==> src/rtl/ram_dma_copy.sv <==
// Block-copy bus master: moves N bytes or words between RAM offsets, one read plus one write per unit.
// Latency: 2 cycles per unit with grant held. Backpressure: holds RD/WR while bus_gnt is low.
module ram_dma_copy #(
    parameter logic [15:0] BOUND_U = 16'h0400,
    parameter logic [15:0] BOUND_L = 16'h0200,
    parameter int          CNT_W   = 10
) (
    input  logic             clk,
    input  logic             rst,
    input  logic             start,
    input  logic [15:0]      src_addr,
    input  logic [15:0]      dst_addr,
    input  logic [CNT_W-1:0] xfer_cnt,
    input  logic             xfer_bw,
    input  logic             abort,
    input  logic             bus_gnt,
    input  logic [15:0]      ram_out,
    output logic             bus_req,
    output logic [15:0]      ram_addr,
    output logic [15:0]      ram_Din,
    output logic             ram_RW,
    output logic             BW,
    output logic             busy,
    output logic             done,
    output logic             err,
    output logic [CNT_W-1:0] remaining
);

    localparam int EW = ((CNT_W > 16) ? CNT_W : 16) + 2;
    localparam logic [EW-1:0]    SIZE_W  = EW'(BOUND_U - BOUND_L);
    localparam logic [CNT_W-1:0] ONE_CNT = CNT_W'(1);

    typedef enum logic [1:0] {S_IDLE, S_RD, S_WR, S_DONE} state_t;

    state_t           state_q, state_d;
    logic [15:0]      src_q, src_d;
    logic [15:0]      dst_q, dst_d;
    logic [CNT_W-1:0] rem_q, rem_d;
    logic             bw_q, bw_d;
    logic [15:0]      data_q, data_d;
    logic             err_q, err_d;

    logic [15:0]      step;
    logic [EW-1:0]    span;
    logic [EW-1:0]    src_end;
    logic [EW-1:0]    dst_end;
    logic             range_bad;

    // End offsets are one past the last byte touched; widened so nothing wraps.
    always_comb begin
        span      = xfer_bw ? EW'(xfer_cnt) : (EW'(xfer_cnt) << 1);
        src_end   = EW'(src_addr) + span;
        dst_end   = EW'(dst_addr) + span;
        range_bad = (src_end > SIZE_W) || (dst_end > SIZE_W);
        step      = bw_q ? 16'd1 : 16'd2;
    end

    always_comb begin
        state_d  = state_q;
        src_d    = src_q;
        dst_d    = dst_q;
        rem_d    = rem_q;
        bw_d     = bw_q;
        data_d   = data_q;
        err_d    = err_q;
        bus_req  = 1'b0;
        busy     = 1'b0;
        done     = 1'b0;
        ram_addr = 16'h0000;
        ram_Din  = 16'h0000;
        ram_RW   = 1'b0;
        BW       = 1'b0;

        case (state_q)
            S_IDLE: begin
                if (start) begin
                    src_d = src_addr;
                    dst_d = dst_addr;
                    rem_d = xfer_cnt;
                    bw_d  = xfer_bw;
                    err_d = 1'b0;
                    if (xfer_cnt == '0) begin
                        state_d = S_DONE;
                    end else if (range_bad) begin
                        err_d   = 1'b1;
                        state_d = S_DONE;
                    end else begin
                        state_d = S_RD;
                    end
                end
            end
            S_RD: begin
                bus_req  = 1'b1;
                busy     = 1'b1;
                ram_addr = src_q;
                BW       = bw_q;
                if (abort) begin
                    state_d = S_DONE;
                end else if (bus_gnt) begin
                    data_d  = bw_q ? {8'h00, ram_out[7:0]} : ram_out;
                    state_d = S_WR;
                end
            end
            S_WR: begin
                bus_req  = 1'b1;
                busy     = 1'b1;
                ram_addr = dst_q;
                ram_Din  = data_q;
                BW       = bw_q;
                // Reset is combinational here so a reset cycle can never commit a write.
                ram_RW   = bus_gnt && !abort && !rst;
                if (abort) begin
                    state_d = S_DONE;
                end else if (bus_gnt) begin
                    src_d   = src_q + step;
                    dst_d   = dst_q + step;
                    rem_d   = rem_q - ONE_CNT;
                    state_d = (rem_q == ONE_CNT) ? S_DONE : S_RD;
                end
            end
            S_DONE: begin
                done    = 1'b1;
                state_d = S_IDLE;
            end
            default: state_d = S_IDLE;
        endcase
    end

    always_ff @(posedge clk) begin
        if (rst) begin
            state_q <= S_IDLE;
            src_q   <= '0;
            dst_q   <= '0;
            rem_q   <= '0;
            bw_q    <= 1'b0;
            data_q  <= '0;
            err_q   <= 1'b0;
        end else begin
            state_q <= state_d;
            src_q   <= src_d;
            dst_q   <= dst_d;
            rem_q   <= rem_d;
            bw_q    <= bw_d;
            data_q  <= data_d;
            err_q   <= err_d;
        end
    end

    assign remaining = rem_q;
    assign err       = err_q;

endmodule
==> config.mk <==
export PLATFORM = sky130hd
export DESIGN_NAME = ram_dma_copy
export DESIGN_NICKNAME = d
export VERILOG_FILES = /design/src/rtl/ram_dma_copy.sv
export SDC_FILE = /design/constraint.sdc
export NUM_CORES = 1
export LEC_CHECK = 0
export BUFFER_PORTS_ARGS = -buffer_cell sky130_fd_sc_hd__clkbuf_2
export CAP_MARGIN = 20
export CORE_ASPECT_RATIO = 1.1
export CORE_MARGIN = 2
export CORE_UTILIZATION = 50
export DETAILED_ROUTE_END_ITERATION = 10
export PLACE_DENSITY = 0.72
export SYNTH_ARGS = -nofsm -noshare
export SYNTH_HDL_FRONTEND = slang
export SYNTH_SLANG_ARGS = --single-unit
==> constraint.sdc <==
create_clock -name clk -period 9.9 [get_ports clk]
set_input_delay 1.485 -clock clk [delete_from_list [all_inputs] [get_ports clk]]
set_output_delay 1.485 -clock clk [all_outputs]
set_load 0.02 [all_outputs]
==> results of run 1 <==
sequential cells by signal, summed over array words and instances (netlist names):
name / flops
src_q: 16
bw_q: 1
data_q: 16
state_q: 2
err: 1
remaining: 10
dst_q: 16
critical path: cells and delay by family:
family	cells	cell delay, ps
mux	2	680
compound gates	5	970
simple gates	2	840
fa+ha+maj	1	440
buf+inv	1	240
how the worst max path moves through the flow:
stage	depth (start not counted)	endpoint
4_1_cts	11	err
6_report	11	err
5_1_grt	11	err
3_5_place_dp	11	err
3_3_place_gp	11	state_q[1]
2_1_floorplan	11	err
final cells by class:
type	count	area, um^2
fill	979	4130
sequential	62	1240
inverter	24	90.1
tap	143	179
clock buffer	10	239
timing repair buffer	115	586
clock inverter	6	61.3
multi-input combinational	602	3770
cells by family (layout without fill, tap and decap cells):
logic type,after synthesis,count (layout)
compound gates,229,229
xor+xnor,10,10
fa+ha+maj,36,36
buf+inv,67,155
flops,62,62
mux,20,20
simple gates,307,307
cells in the final DEF (no fill, tap or decap), types with 9 or more instances in the layout:
master and instances:
a211oi_1 19, a21oi_1 59, a22oi_1 31, and2_1 21
and3_1 12, clkbuf_16 9, clkbuf_2 111, dfxtp_1 62
ha_1 31, inv_1 24, mux2_2 9, mux2i_1 11
nand2_1 98, nand3_1 21, nor2_1 62, nor2b_1 30
nor3_1 20, o21ai_0 54, o31ai_1 9
per-layer routing:
| metal | vias to the layer above | track usage (%) | part of all wire [%] |
|---|---|---|---|
| li1 | 2826 | - | - |
| met1 | 2648 | 38.3 | 46 |
| met2 | 218 | 44.2 | 46 |
| met3 | 22 | 4.08 | 6.9 |
| met4 | 0 | 9.46 | 1.9 |
| met5 | - | 0 | 0 |
power groups by stage:
stage | Clock, uW | Sequential, uW | Combinational, uW
2_1_floorplan | 0 | 423 | 604
3_3_place_gp | 0 | 420 | 793
3_5_place_dp | 0 | 426 | 822
4_1_cts | 320 | 420 | 829
5_1_grt | 332 | 436 | 927
6_report | 315 | 424 | 833
metrics by stage:
stage / std cells / hold WS, ps / util, %
final: 962 / 450 / 59.9
after global routing: 962 / 478 / 59.9
after floorplan: 731 / 432 / -
after global placement: 946 / 439 / 57.0
after CTS: 962 / 453 / 59.9
after detailed placement: 946 / 446 / 57.0
Yosys cell counts, types with 6 or more instances:
master	number
nand2_1	98
nor2_1	63
dfxtp_1	62
a21oi_1	59
o21ai_0	54
clkbuf_1	38
ha_1	32
a22oi_1	31
nor2b_1	30
inv_1	24
and2_1	21
nand3_1	21
nor3_1	20
a211oi_1	19
and3_1	12
mux2i_1	11
mux2_2	9
o31ai_1	9
a21o_1	8
nand2b_1	7
nor4_1	7
nand4_1	6
o22ai_1	6
xnor2_1	6
==> results.json, run 1 <==
{
  "status": "finished clean",
  "synth_edf_count": 0,
  "worstSetupStartpoint": "xfer_bw",
  "synth.area.top_cells": "dfxtp_1, ha_1, nand2_1",
  "r2r-start": "state_q[1]",
  "post-dp-hpwl_um": 11900,
  "crit_chain": "clkbuf_2 -> mux2_2 -> fa_1 -> a21oi_1 -> o21ai_0 -> or3_1 -> a311oi_1 -> mux2i_1 -> o2111ai_1 -> nor4b_2 -> o41ai_1",
  "synth_compound_area_share_pct": 28.2,
  "leakage_uw": 0.00254,
  "gp_congestion": 0.930,
  "numCtsBuffers": 9,
  "min_period_ps": 4470,
  "cts_buffer_depth": 2,
  "tightest_slew_ps": 853,
  "dieArea_um2": 11300,
  "antennaDiodeCount": 0,
  "hold_viol_final": 0,
  "skew_ps": 10.6,
  "synth_fp_nets": 831,
  "die-width_um": 102,
  "final_nets": 914,
  "synth_fa_ha_area_share_pct": 9.14,
  "startpoint_type": "primary input",
  "critPathMaxStageDelay_ps": 460,
  "yosysTopAreaCellShare_pct": 23.6,
  "ys_ff_latch": 62,
  "antenna_left": 0,
  "start_util_pct": 51.0,
  "slew_headroom_pct": 43.1,
  "ctsResizeCount": 0,
  "vias": 5714,
  "grt.total_usage_pct": 27.8,
  "fmax_mhz": 224,
  "cts_hold_buf": 0,
  "routed_wl_um": 15800,
  "portBuffers": 111,
  "setup_ws_ps": 5430,
  "drc": 0,
  "p_seq_share_pct": 27.0,
  "synthCells": 731,
  "setup_viol": 0,
  "grt_pass1_wl_um": 25500,
  "area_delta_synth_final_pct": 17.3,
  "avgSynthCellArea_um2": 7.19,
  "synthArstFlopShare_pct": 0,
  "power_density_nw_per_um2": 255,
  "clk_pin_slew_ps": 50,
  "grt-ovfl-total": 0,
  "switchingPower_uw": 746,
  "reg2reg_depth": 7,
  "synth_xor_area_share_pct": 1.67,
  "drv_cap": 0,
  "core.rowCount": 39,
  "syn_area_um2": 5260,
  "viasPerCell": 5.94,
  "fin_setup_tns_ps": 0,
  "p_total_uw": 1570,
  "worstHoldEndpoint": "data_q[0]",
  "ys_seq_area_share_pct": 23.6,
  "synth_simple_gate_area_share_pct": 28.5,
  "swShare_pct": 47.5,
  "r2r_slack_ps": 6430,
  "cp-end-kind": "register",
  "root_buffer": "clkbuf_16",
  "arrival_ps": 4660,
  "synth_top_area_cell": "dfxtp_1",
  "grt_max_degree": 85,
  "layout-drive-gt1-share_pct": 18.6,
  "postCtsSetupRepairBufs": 0,
  "hp-class": "register to register",
  "drv_slew": 0,
  "crit_required_ps": 10080,
  "min_path_cells": 2,
  "drtIter0Drc": 441,
  "power.internal_uw": 826,
  "crit_type": "primary input to register",
  "synth_mux_area_share_pct": 4.02,
  "final_area_um2": 6160,
  "post-place-ws_ps": 5070,
  "htree_levels": 3,
  "yosysWarnings": 0,
  "antenna_found_initial": 0,
  "combPwrFrac_pct": 53.0,
  "pin_count": 112,
  "ir_worst_vdd_mv": 0.156,
  "ys_types": 62,
  "core_area_um2": 10300,
  "reg2reg_to": "remaining[0]",
  "timing.final.crit_share_pct": 45.2,
  "grt_pass1_vias": 5277,
  "cts_tree": "yes",
  "pwr-share-clk_pct": 20.1,
  "slowest_stage": "nor4b_2",
  "post_drt_wl_per_cell_um": 16.5,
  "drt_first_pass_iters": 6,
  "hp-start": "data_q[0]",
  "rsz0062_at_grt": "false",
  "clk_latency_ps": 340,
  "synth_ff_type": "dfxtp_1",
  "synth_top_family_by_area": "simple AND/OR/NAND/NOR gates",
  "die_h_um": 112,
  "clock_sinks": 62,
  "placed_area_um2": 5860,
  "path_max_fanout": 13
}
(Power assumes the default switching activity.)
==> run 2, diff against run 1 <==
--- a/config.mk
+++ b/config.mk
@@ -11,7 +11,7 @@
 export CORE_MARGIN = 2
 export CORE_UTILIZATION = 50
 export DETAILED_ROUTE_END_ITERATION = 10
-export PLACE_DENSITY = 0.72
+export PLACE_DENSITY = 0.75
 export SYNTH_ARGS = -nofsm -noshare
 export SYNTH_HDL_FRONTEND = slang
 export SYNTH_SLANG_ARGS = --single-unit
==> constraint.sdc (replaced) <==
create_clock -name clk -period 4 [get_ports clk]
set_input_delay 0.6 -clock clk [delete_from_list [all_inputs] [get_ports clk]]
set_output_delay 0.6 -clock clk [all_outputs]
set_load 0.02 [all_outputs]
==> results.json, run 2 (same netlist as run 1, synthesis figures left out) <==
{
  "status": "finished clean",
  "grt_pass1_vias": 5239,
  "drtIter0Drc": 536,
  "cts_tree": "yes",
  "arrival_ps": 3730,
  "post-dp-hpwl_um": 11900,
  "start_util_pct": 51.0,
  "portBuffers": 111,
  "antennaDiodeCount": 0,
  "mostFrequentLayoutCell": "clkbuf_2",
  "hp-class": "register to register",
  "post_drt_wl_per_cell_um": 16.3,
  "slew_headroom_pct": 39.3,
  "layout_common_cells": "clkbuf_2, nand2_1, nor2_1, dfxtp_1, a21oi_1",
  "drv_slew": 0,
  "clk_pin_slew_ps": 50,
  "top_regs": "data_q: 16 flops, dst_q: 16 flops, src_q: 16 flops",
  "htree_levels": 3,
  "viasPerCell": 5.99,
  "tightest_slew_ps": 909,
  "fmax_mhz": 280,
  "grt-ovfl-total": 0,
  "hp-start": "data_q[2]",
  "leakage_uw": 0.00254,
  "crit_type": "primary input to register",
  "gp_congestion": 0.910,
  "area_delta_synth_final_pct": 17.2,
  "cp-end-kind": "register",
  "clk_latency_ps": 330,
  "ir_worst_vdd_mv": 0.451,
  "layout-drive-gt1-share_pct": 18.3,
  "path_max_fanout": 9,
  "postCtsSetupRepairBufs": 0,
  "power_density_nw_per_um2": 624,
  "r2r-start": "state_q[1]",
  "grt_max_degree": 74,
  "dp.cells": 948,
  "hold_viol_final": 0,
  "worstSetupStartpoint": "xfer_bw",
  "drv_cap": 0,
  "fin_setup_tns_ps": 0,
  "ctsResizeCount": 0,
  "root_buffer": "clkbuf_16",
  "crit_required_ps": 4160,
  "timing.final.crit_share_pct": 89.3,
  "die_h_um": 112,
  "startpoint_type": "primary input",
  "drc": 0,
  "core_area_um2": 10300,
  "grt_pass1_wl_um": 25200,
  "dieArea_um2": 11300,
  "drt_first_pass_iters": 6,
  "routed_wl_um": 15700,
  "clock_sinks": 62,
  "cts_hold_buf": 0,
  "numCtsBuffers": 9,
  "vias": 5761,
  "cts_buffer_depth": 2,
  "rsz0062_at_grt": "false",
  "final_cells": 961,
  "final_nets": 916,
  "min_period_ps": 3570,
  "setup_viol": 0,
  "antenna_found_initial": 0,
  "antenna_left": 0,
  "grt.total_usage_pct": 27.5,
  "pin_count": 112,
  "skew_ps": 8.08,
  "core.rowCount": 39,
  "die-width_um": 102
}
-- run 2: path summary, 6_finish.rpt --
kind             endpoint  slack (ps)  cells past startpoint
max            state_q[1]         430                     12
max reg2reg  remaining[6]        1140                      5
min             data_q[2]         450                      2
min reg2reg     data_q[2]         450                      2
-- run 2: final cells by class --
class	instances	area, um^2
Fill cell	977	4140
Timing Repair Buffer	117	601
Clock inverter	2	35.0
Multi-Input combinational cell	602	3770
Inverter	24	90.1
Sequential cell	62	1240
Clock buffer	11	243
Tap cell	143	179
-- run 2: per-layer routing --
metal	track usage [%]	vias to the layer above	part of all wire [%]
met5	0	-	0
met4	6.94	0	2.0
met3	5.15	25	6.3
met2	45.7	225	47
met1	36.5	2672	44
li1	-	2839	-
-- run 2: worst max-delay path: stages --
cell	delay, ps
clkbuf_2	140
buf_4	190
mux2_2	360
ha_1	330
a21oi_1	220
o21ai_0	140
or3_1	390
a311oi_1	360
mux2i_1	230
o2111ai_1	130
nor4b_2	470
a211oi_1	160
-- run 2: metrics by stage --
step	util, %	total power (uW)	hold slack [ps]	instance area [um^2]	setup WS [ps]
global route	59.8	4140	461	6160	189
finish	59.8	3840	450	6160	429
detailed placement	57.1	3070	443	5880	159
floorplan	-	2540	432	5260	596
CTS	59.8	3820	450	6160	470
global placement	57.1	3000	438	5880	297
-- run 2: power breakdown --
group / internal (uW) / leakage (uW) / switching [uW]
sequential: 810 / 0.000508 / 239
clock: 487 / 0.000137 / 258
combinational: 744 / 0.00189 / 1300
total: 2040 / 0.00254 / 1800
==> run 3, diff against run 2 <==
--- a/config.mk
+++ b/config.mk
@@ -12,6 +12,7 @@
 export CORE_UTILIZATION = 50
 export DETAILED_ROUTE_END_ITERATION = 10
 export PLACE_DENSITY = 0.75
+export REMOVE_ABC_BUFFERS = 1
 export SYNTH_ARGS = -nofsm -noshare
 export SYNTH_HDL_FRONTEND = slang
 export SYNTH_SLANG_ARGS = --single-unit
==> results.json, run 3 (same netlist as run 1, synthesis figures left out) <==
{
  "antenna_found_initial": 0,
  "seq_area_um2": 1240,
  "start_util_pct": 51.0,
  "core.rowCount": 39,
  "postCtsSetupRepairBufs": 0,
  "r2r_slack_ps": 1070,
  "path_delay_family": "compound AO/OA/AOI/OAI gates",
  "routed.top_layer": "met4",
  "fmax_mhz": 283,
  "viasPerCell": 6.05,
  "slew_headroom_pct": 40.2,
  "met3RoutedLength_um": 1290,
  "clk_latency_ps": 330,
  "critPathMaxStageDelay_ps": 450,
  "cp-end-kind": "register",
  "ir_worst_vdd_mv": 0.379,
  "htree_levels": 3,
  "area_delta_synth_final_pct": 17.8,
  "drv_cap": 0,
  "fin_setup_tns_ps": 0,
  "antennaDiodeCount": 0,
  "clk_pin_slew_ps": 60,
  "clock_sinks": 62,
  "grt.total_usage_pct": 27.8,
  "vias": 5833,
  "m1WireLength_um": 6810,
  "r2r-start": "bw_q",
  "mostFrequentLayoutCell": "clkbuf_2",
  "hold_viol_final": 0,
  "cts_hold_buf": 0,
  "wl_met2_um": 7350,
  "startpoint_type": "primary input",
  "placed_area_um2": 5890,
  "crit_chain": "clkbuf_2 -> mux2_2 -> fa_1 -> a21oi_1 -> o21ai_0 -> or3_1 -> a311oi_1 -> mux2i_1 -> o2111ai_1 -> nor4b_2 -> a211oi_1",
  "core_area_um2": 10300,
  "final_area_um2": 6190,
  "numCtsBuffers": 9,
  "arrival_ps": 3720,
  "status": "finished clean",
  "timing.final.crit_share_pct": 88.4,
  "portBuffers": 111,
  "die-width_um": 102,
  "power_density_nw_per_um2": 632,
  "drt_first_pass_iters": 5,
  "antenna_left": 0,
  "setup_viol": 0,
  "path_max_fanout": 7,
  "leakage_uw": 0.00255,
  "cts_tree": "yes",
  "top_regs": "data_q: 16 flops, dst_q: 16 flops, src_q: 16 flops",
  "crit_type": "primary input to register",
  "skew_ps": 8.68,
  "pin_count": 112,
  "ctsResizeCount": 0,
  "crit_required_ps": 4180,
  "multi_input_area_um2": 3770,
  "root_buffer": "clkbuf_16",
  "routed_wl_um": 15900,
  "dieArea_um2": 11300,
  "final_nets": 916,
  "tightest_slew_ps": 897,
  "die_h_um": 112,
  "gp_congestion": 0.942,
  "cp_num_buf_inv": 1,
  "fin_util_pct": 60.1,
  "cts_buffer_depth": 2,
  "grt_pass1_wl_um": 25700,
  "hp-start": "data_q[7]",
  "hp-class": "register to register",
  "whs_ps": 450,
  "post_drt_wl_per_cell_um": 16.5,
  "slowest_stage": "fa_1",
  "grt-ovfl-total": 0,
  "layout_common_cells": "clkbuf_2, nand2_1, nor2_1, dfxtp_1, a21oi_1",
  "layout-drive-gt1-share_pct": 18.8,
  "grt_max_degree": 64,
  "min_period_ps": 3540,
  "drv_slew": 0,
  "drc": 0,
  "post-dp-hpwl_um": 11900,
  "drtIter0Drc": 353,
  "worstSetupStartpoint": "xfer_bw",
  "grt_pass1_vias": 5427,
  "rsz0062_at_grt": "false",
  "num-fill-cells": 973
}
## run 3: changes by cell type in the layout (fill, tap and decap cells not counted)
cell / delta
clkinvlp_4: +2
buf_12: +1
buf_4: -1
clkbuf_1: -1
clkbuf_8: -1
clkinv_2: +1
clkinv_4: +1
inv_6: +1
## run 3: layout make-up
| type | count | share of cell area (%) |
|---|---|---|
| Clock buffer | 9 | 3.64 |
| Clock inverter | 7 | 1.17 |
| Inverter | 24 | 1.46 |
| Multi-Input combinational cell | 602 | 60.9 |
| Sequential cell | 62 | 20.1 |
| Tap cell | 143 | 2.89 |
| Timing Repair Buffer | 117 | 9.90 |
## run 3: worst paths after layout
kind / cells past startpoint / to
max: 11 / state_q[1]
min: 2 / data_q[7]
max reg2reg: 10 / dst_q[14]
min reg2reg: 2 / data_q[7]
## run 3: stage by stage
| stage | setup slack [ps] | power [uW] | cells |
|---|---|---|---|
| CTS | 511 | 3890 | 964 |
| global route | 320 | 4200 | 964 |
| floorplan | -1160 | 2490 | 688 |
| detailed placement | 157 | 3090 | 948 |
| global placement | 323 | 3020 | 948 |
| finish | 462 | 3910 | 964 |
## run 3: layer usage
metal | up-vias | track usage (%)
met4 | 0 | 9.55
met3 | 41 | 5.71
met1 | 2711 | 36.7
li1 | 2825 | -
met5 | - | 0
met2 | 256 | 44.6
## run 3: power by group
| part | switching, uW | leakage [uW] | internal, uW |
|---|---|---|---|
| logic | 1310 | 0.00190 | 765 |
| clock network | 301 | 0.000142 | 483 |
| registers | 242 | 0.000508 | 809 |
## run 3: worst min-delay path, delay by kind of cell (launching register included)
family	cells	cell delay (ps)
flip-flops	1	300
AND/OR/NAND/NOR	1	50
AO/OA/AOI/OAI	1	50
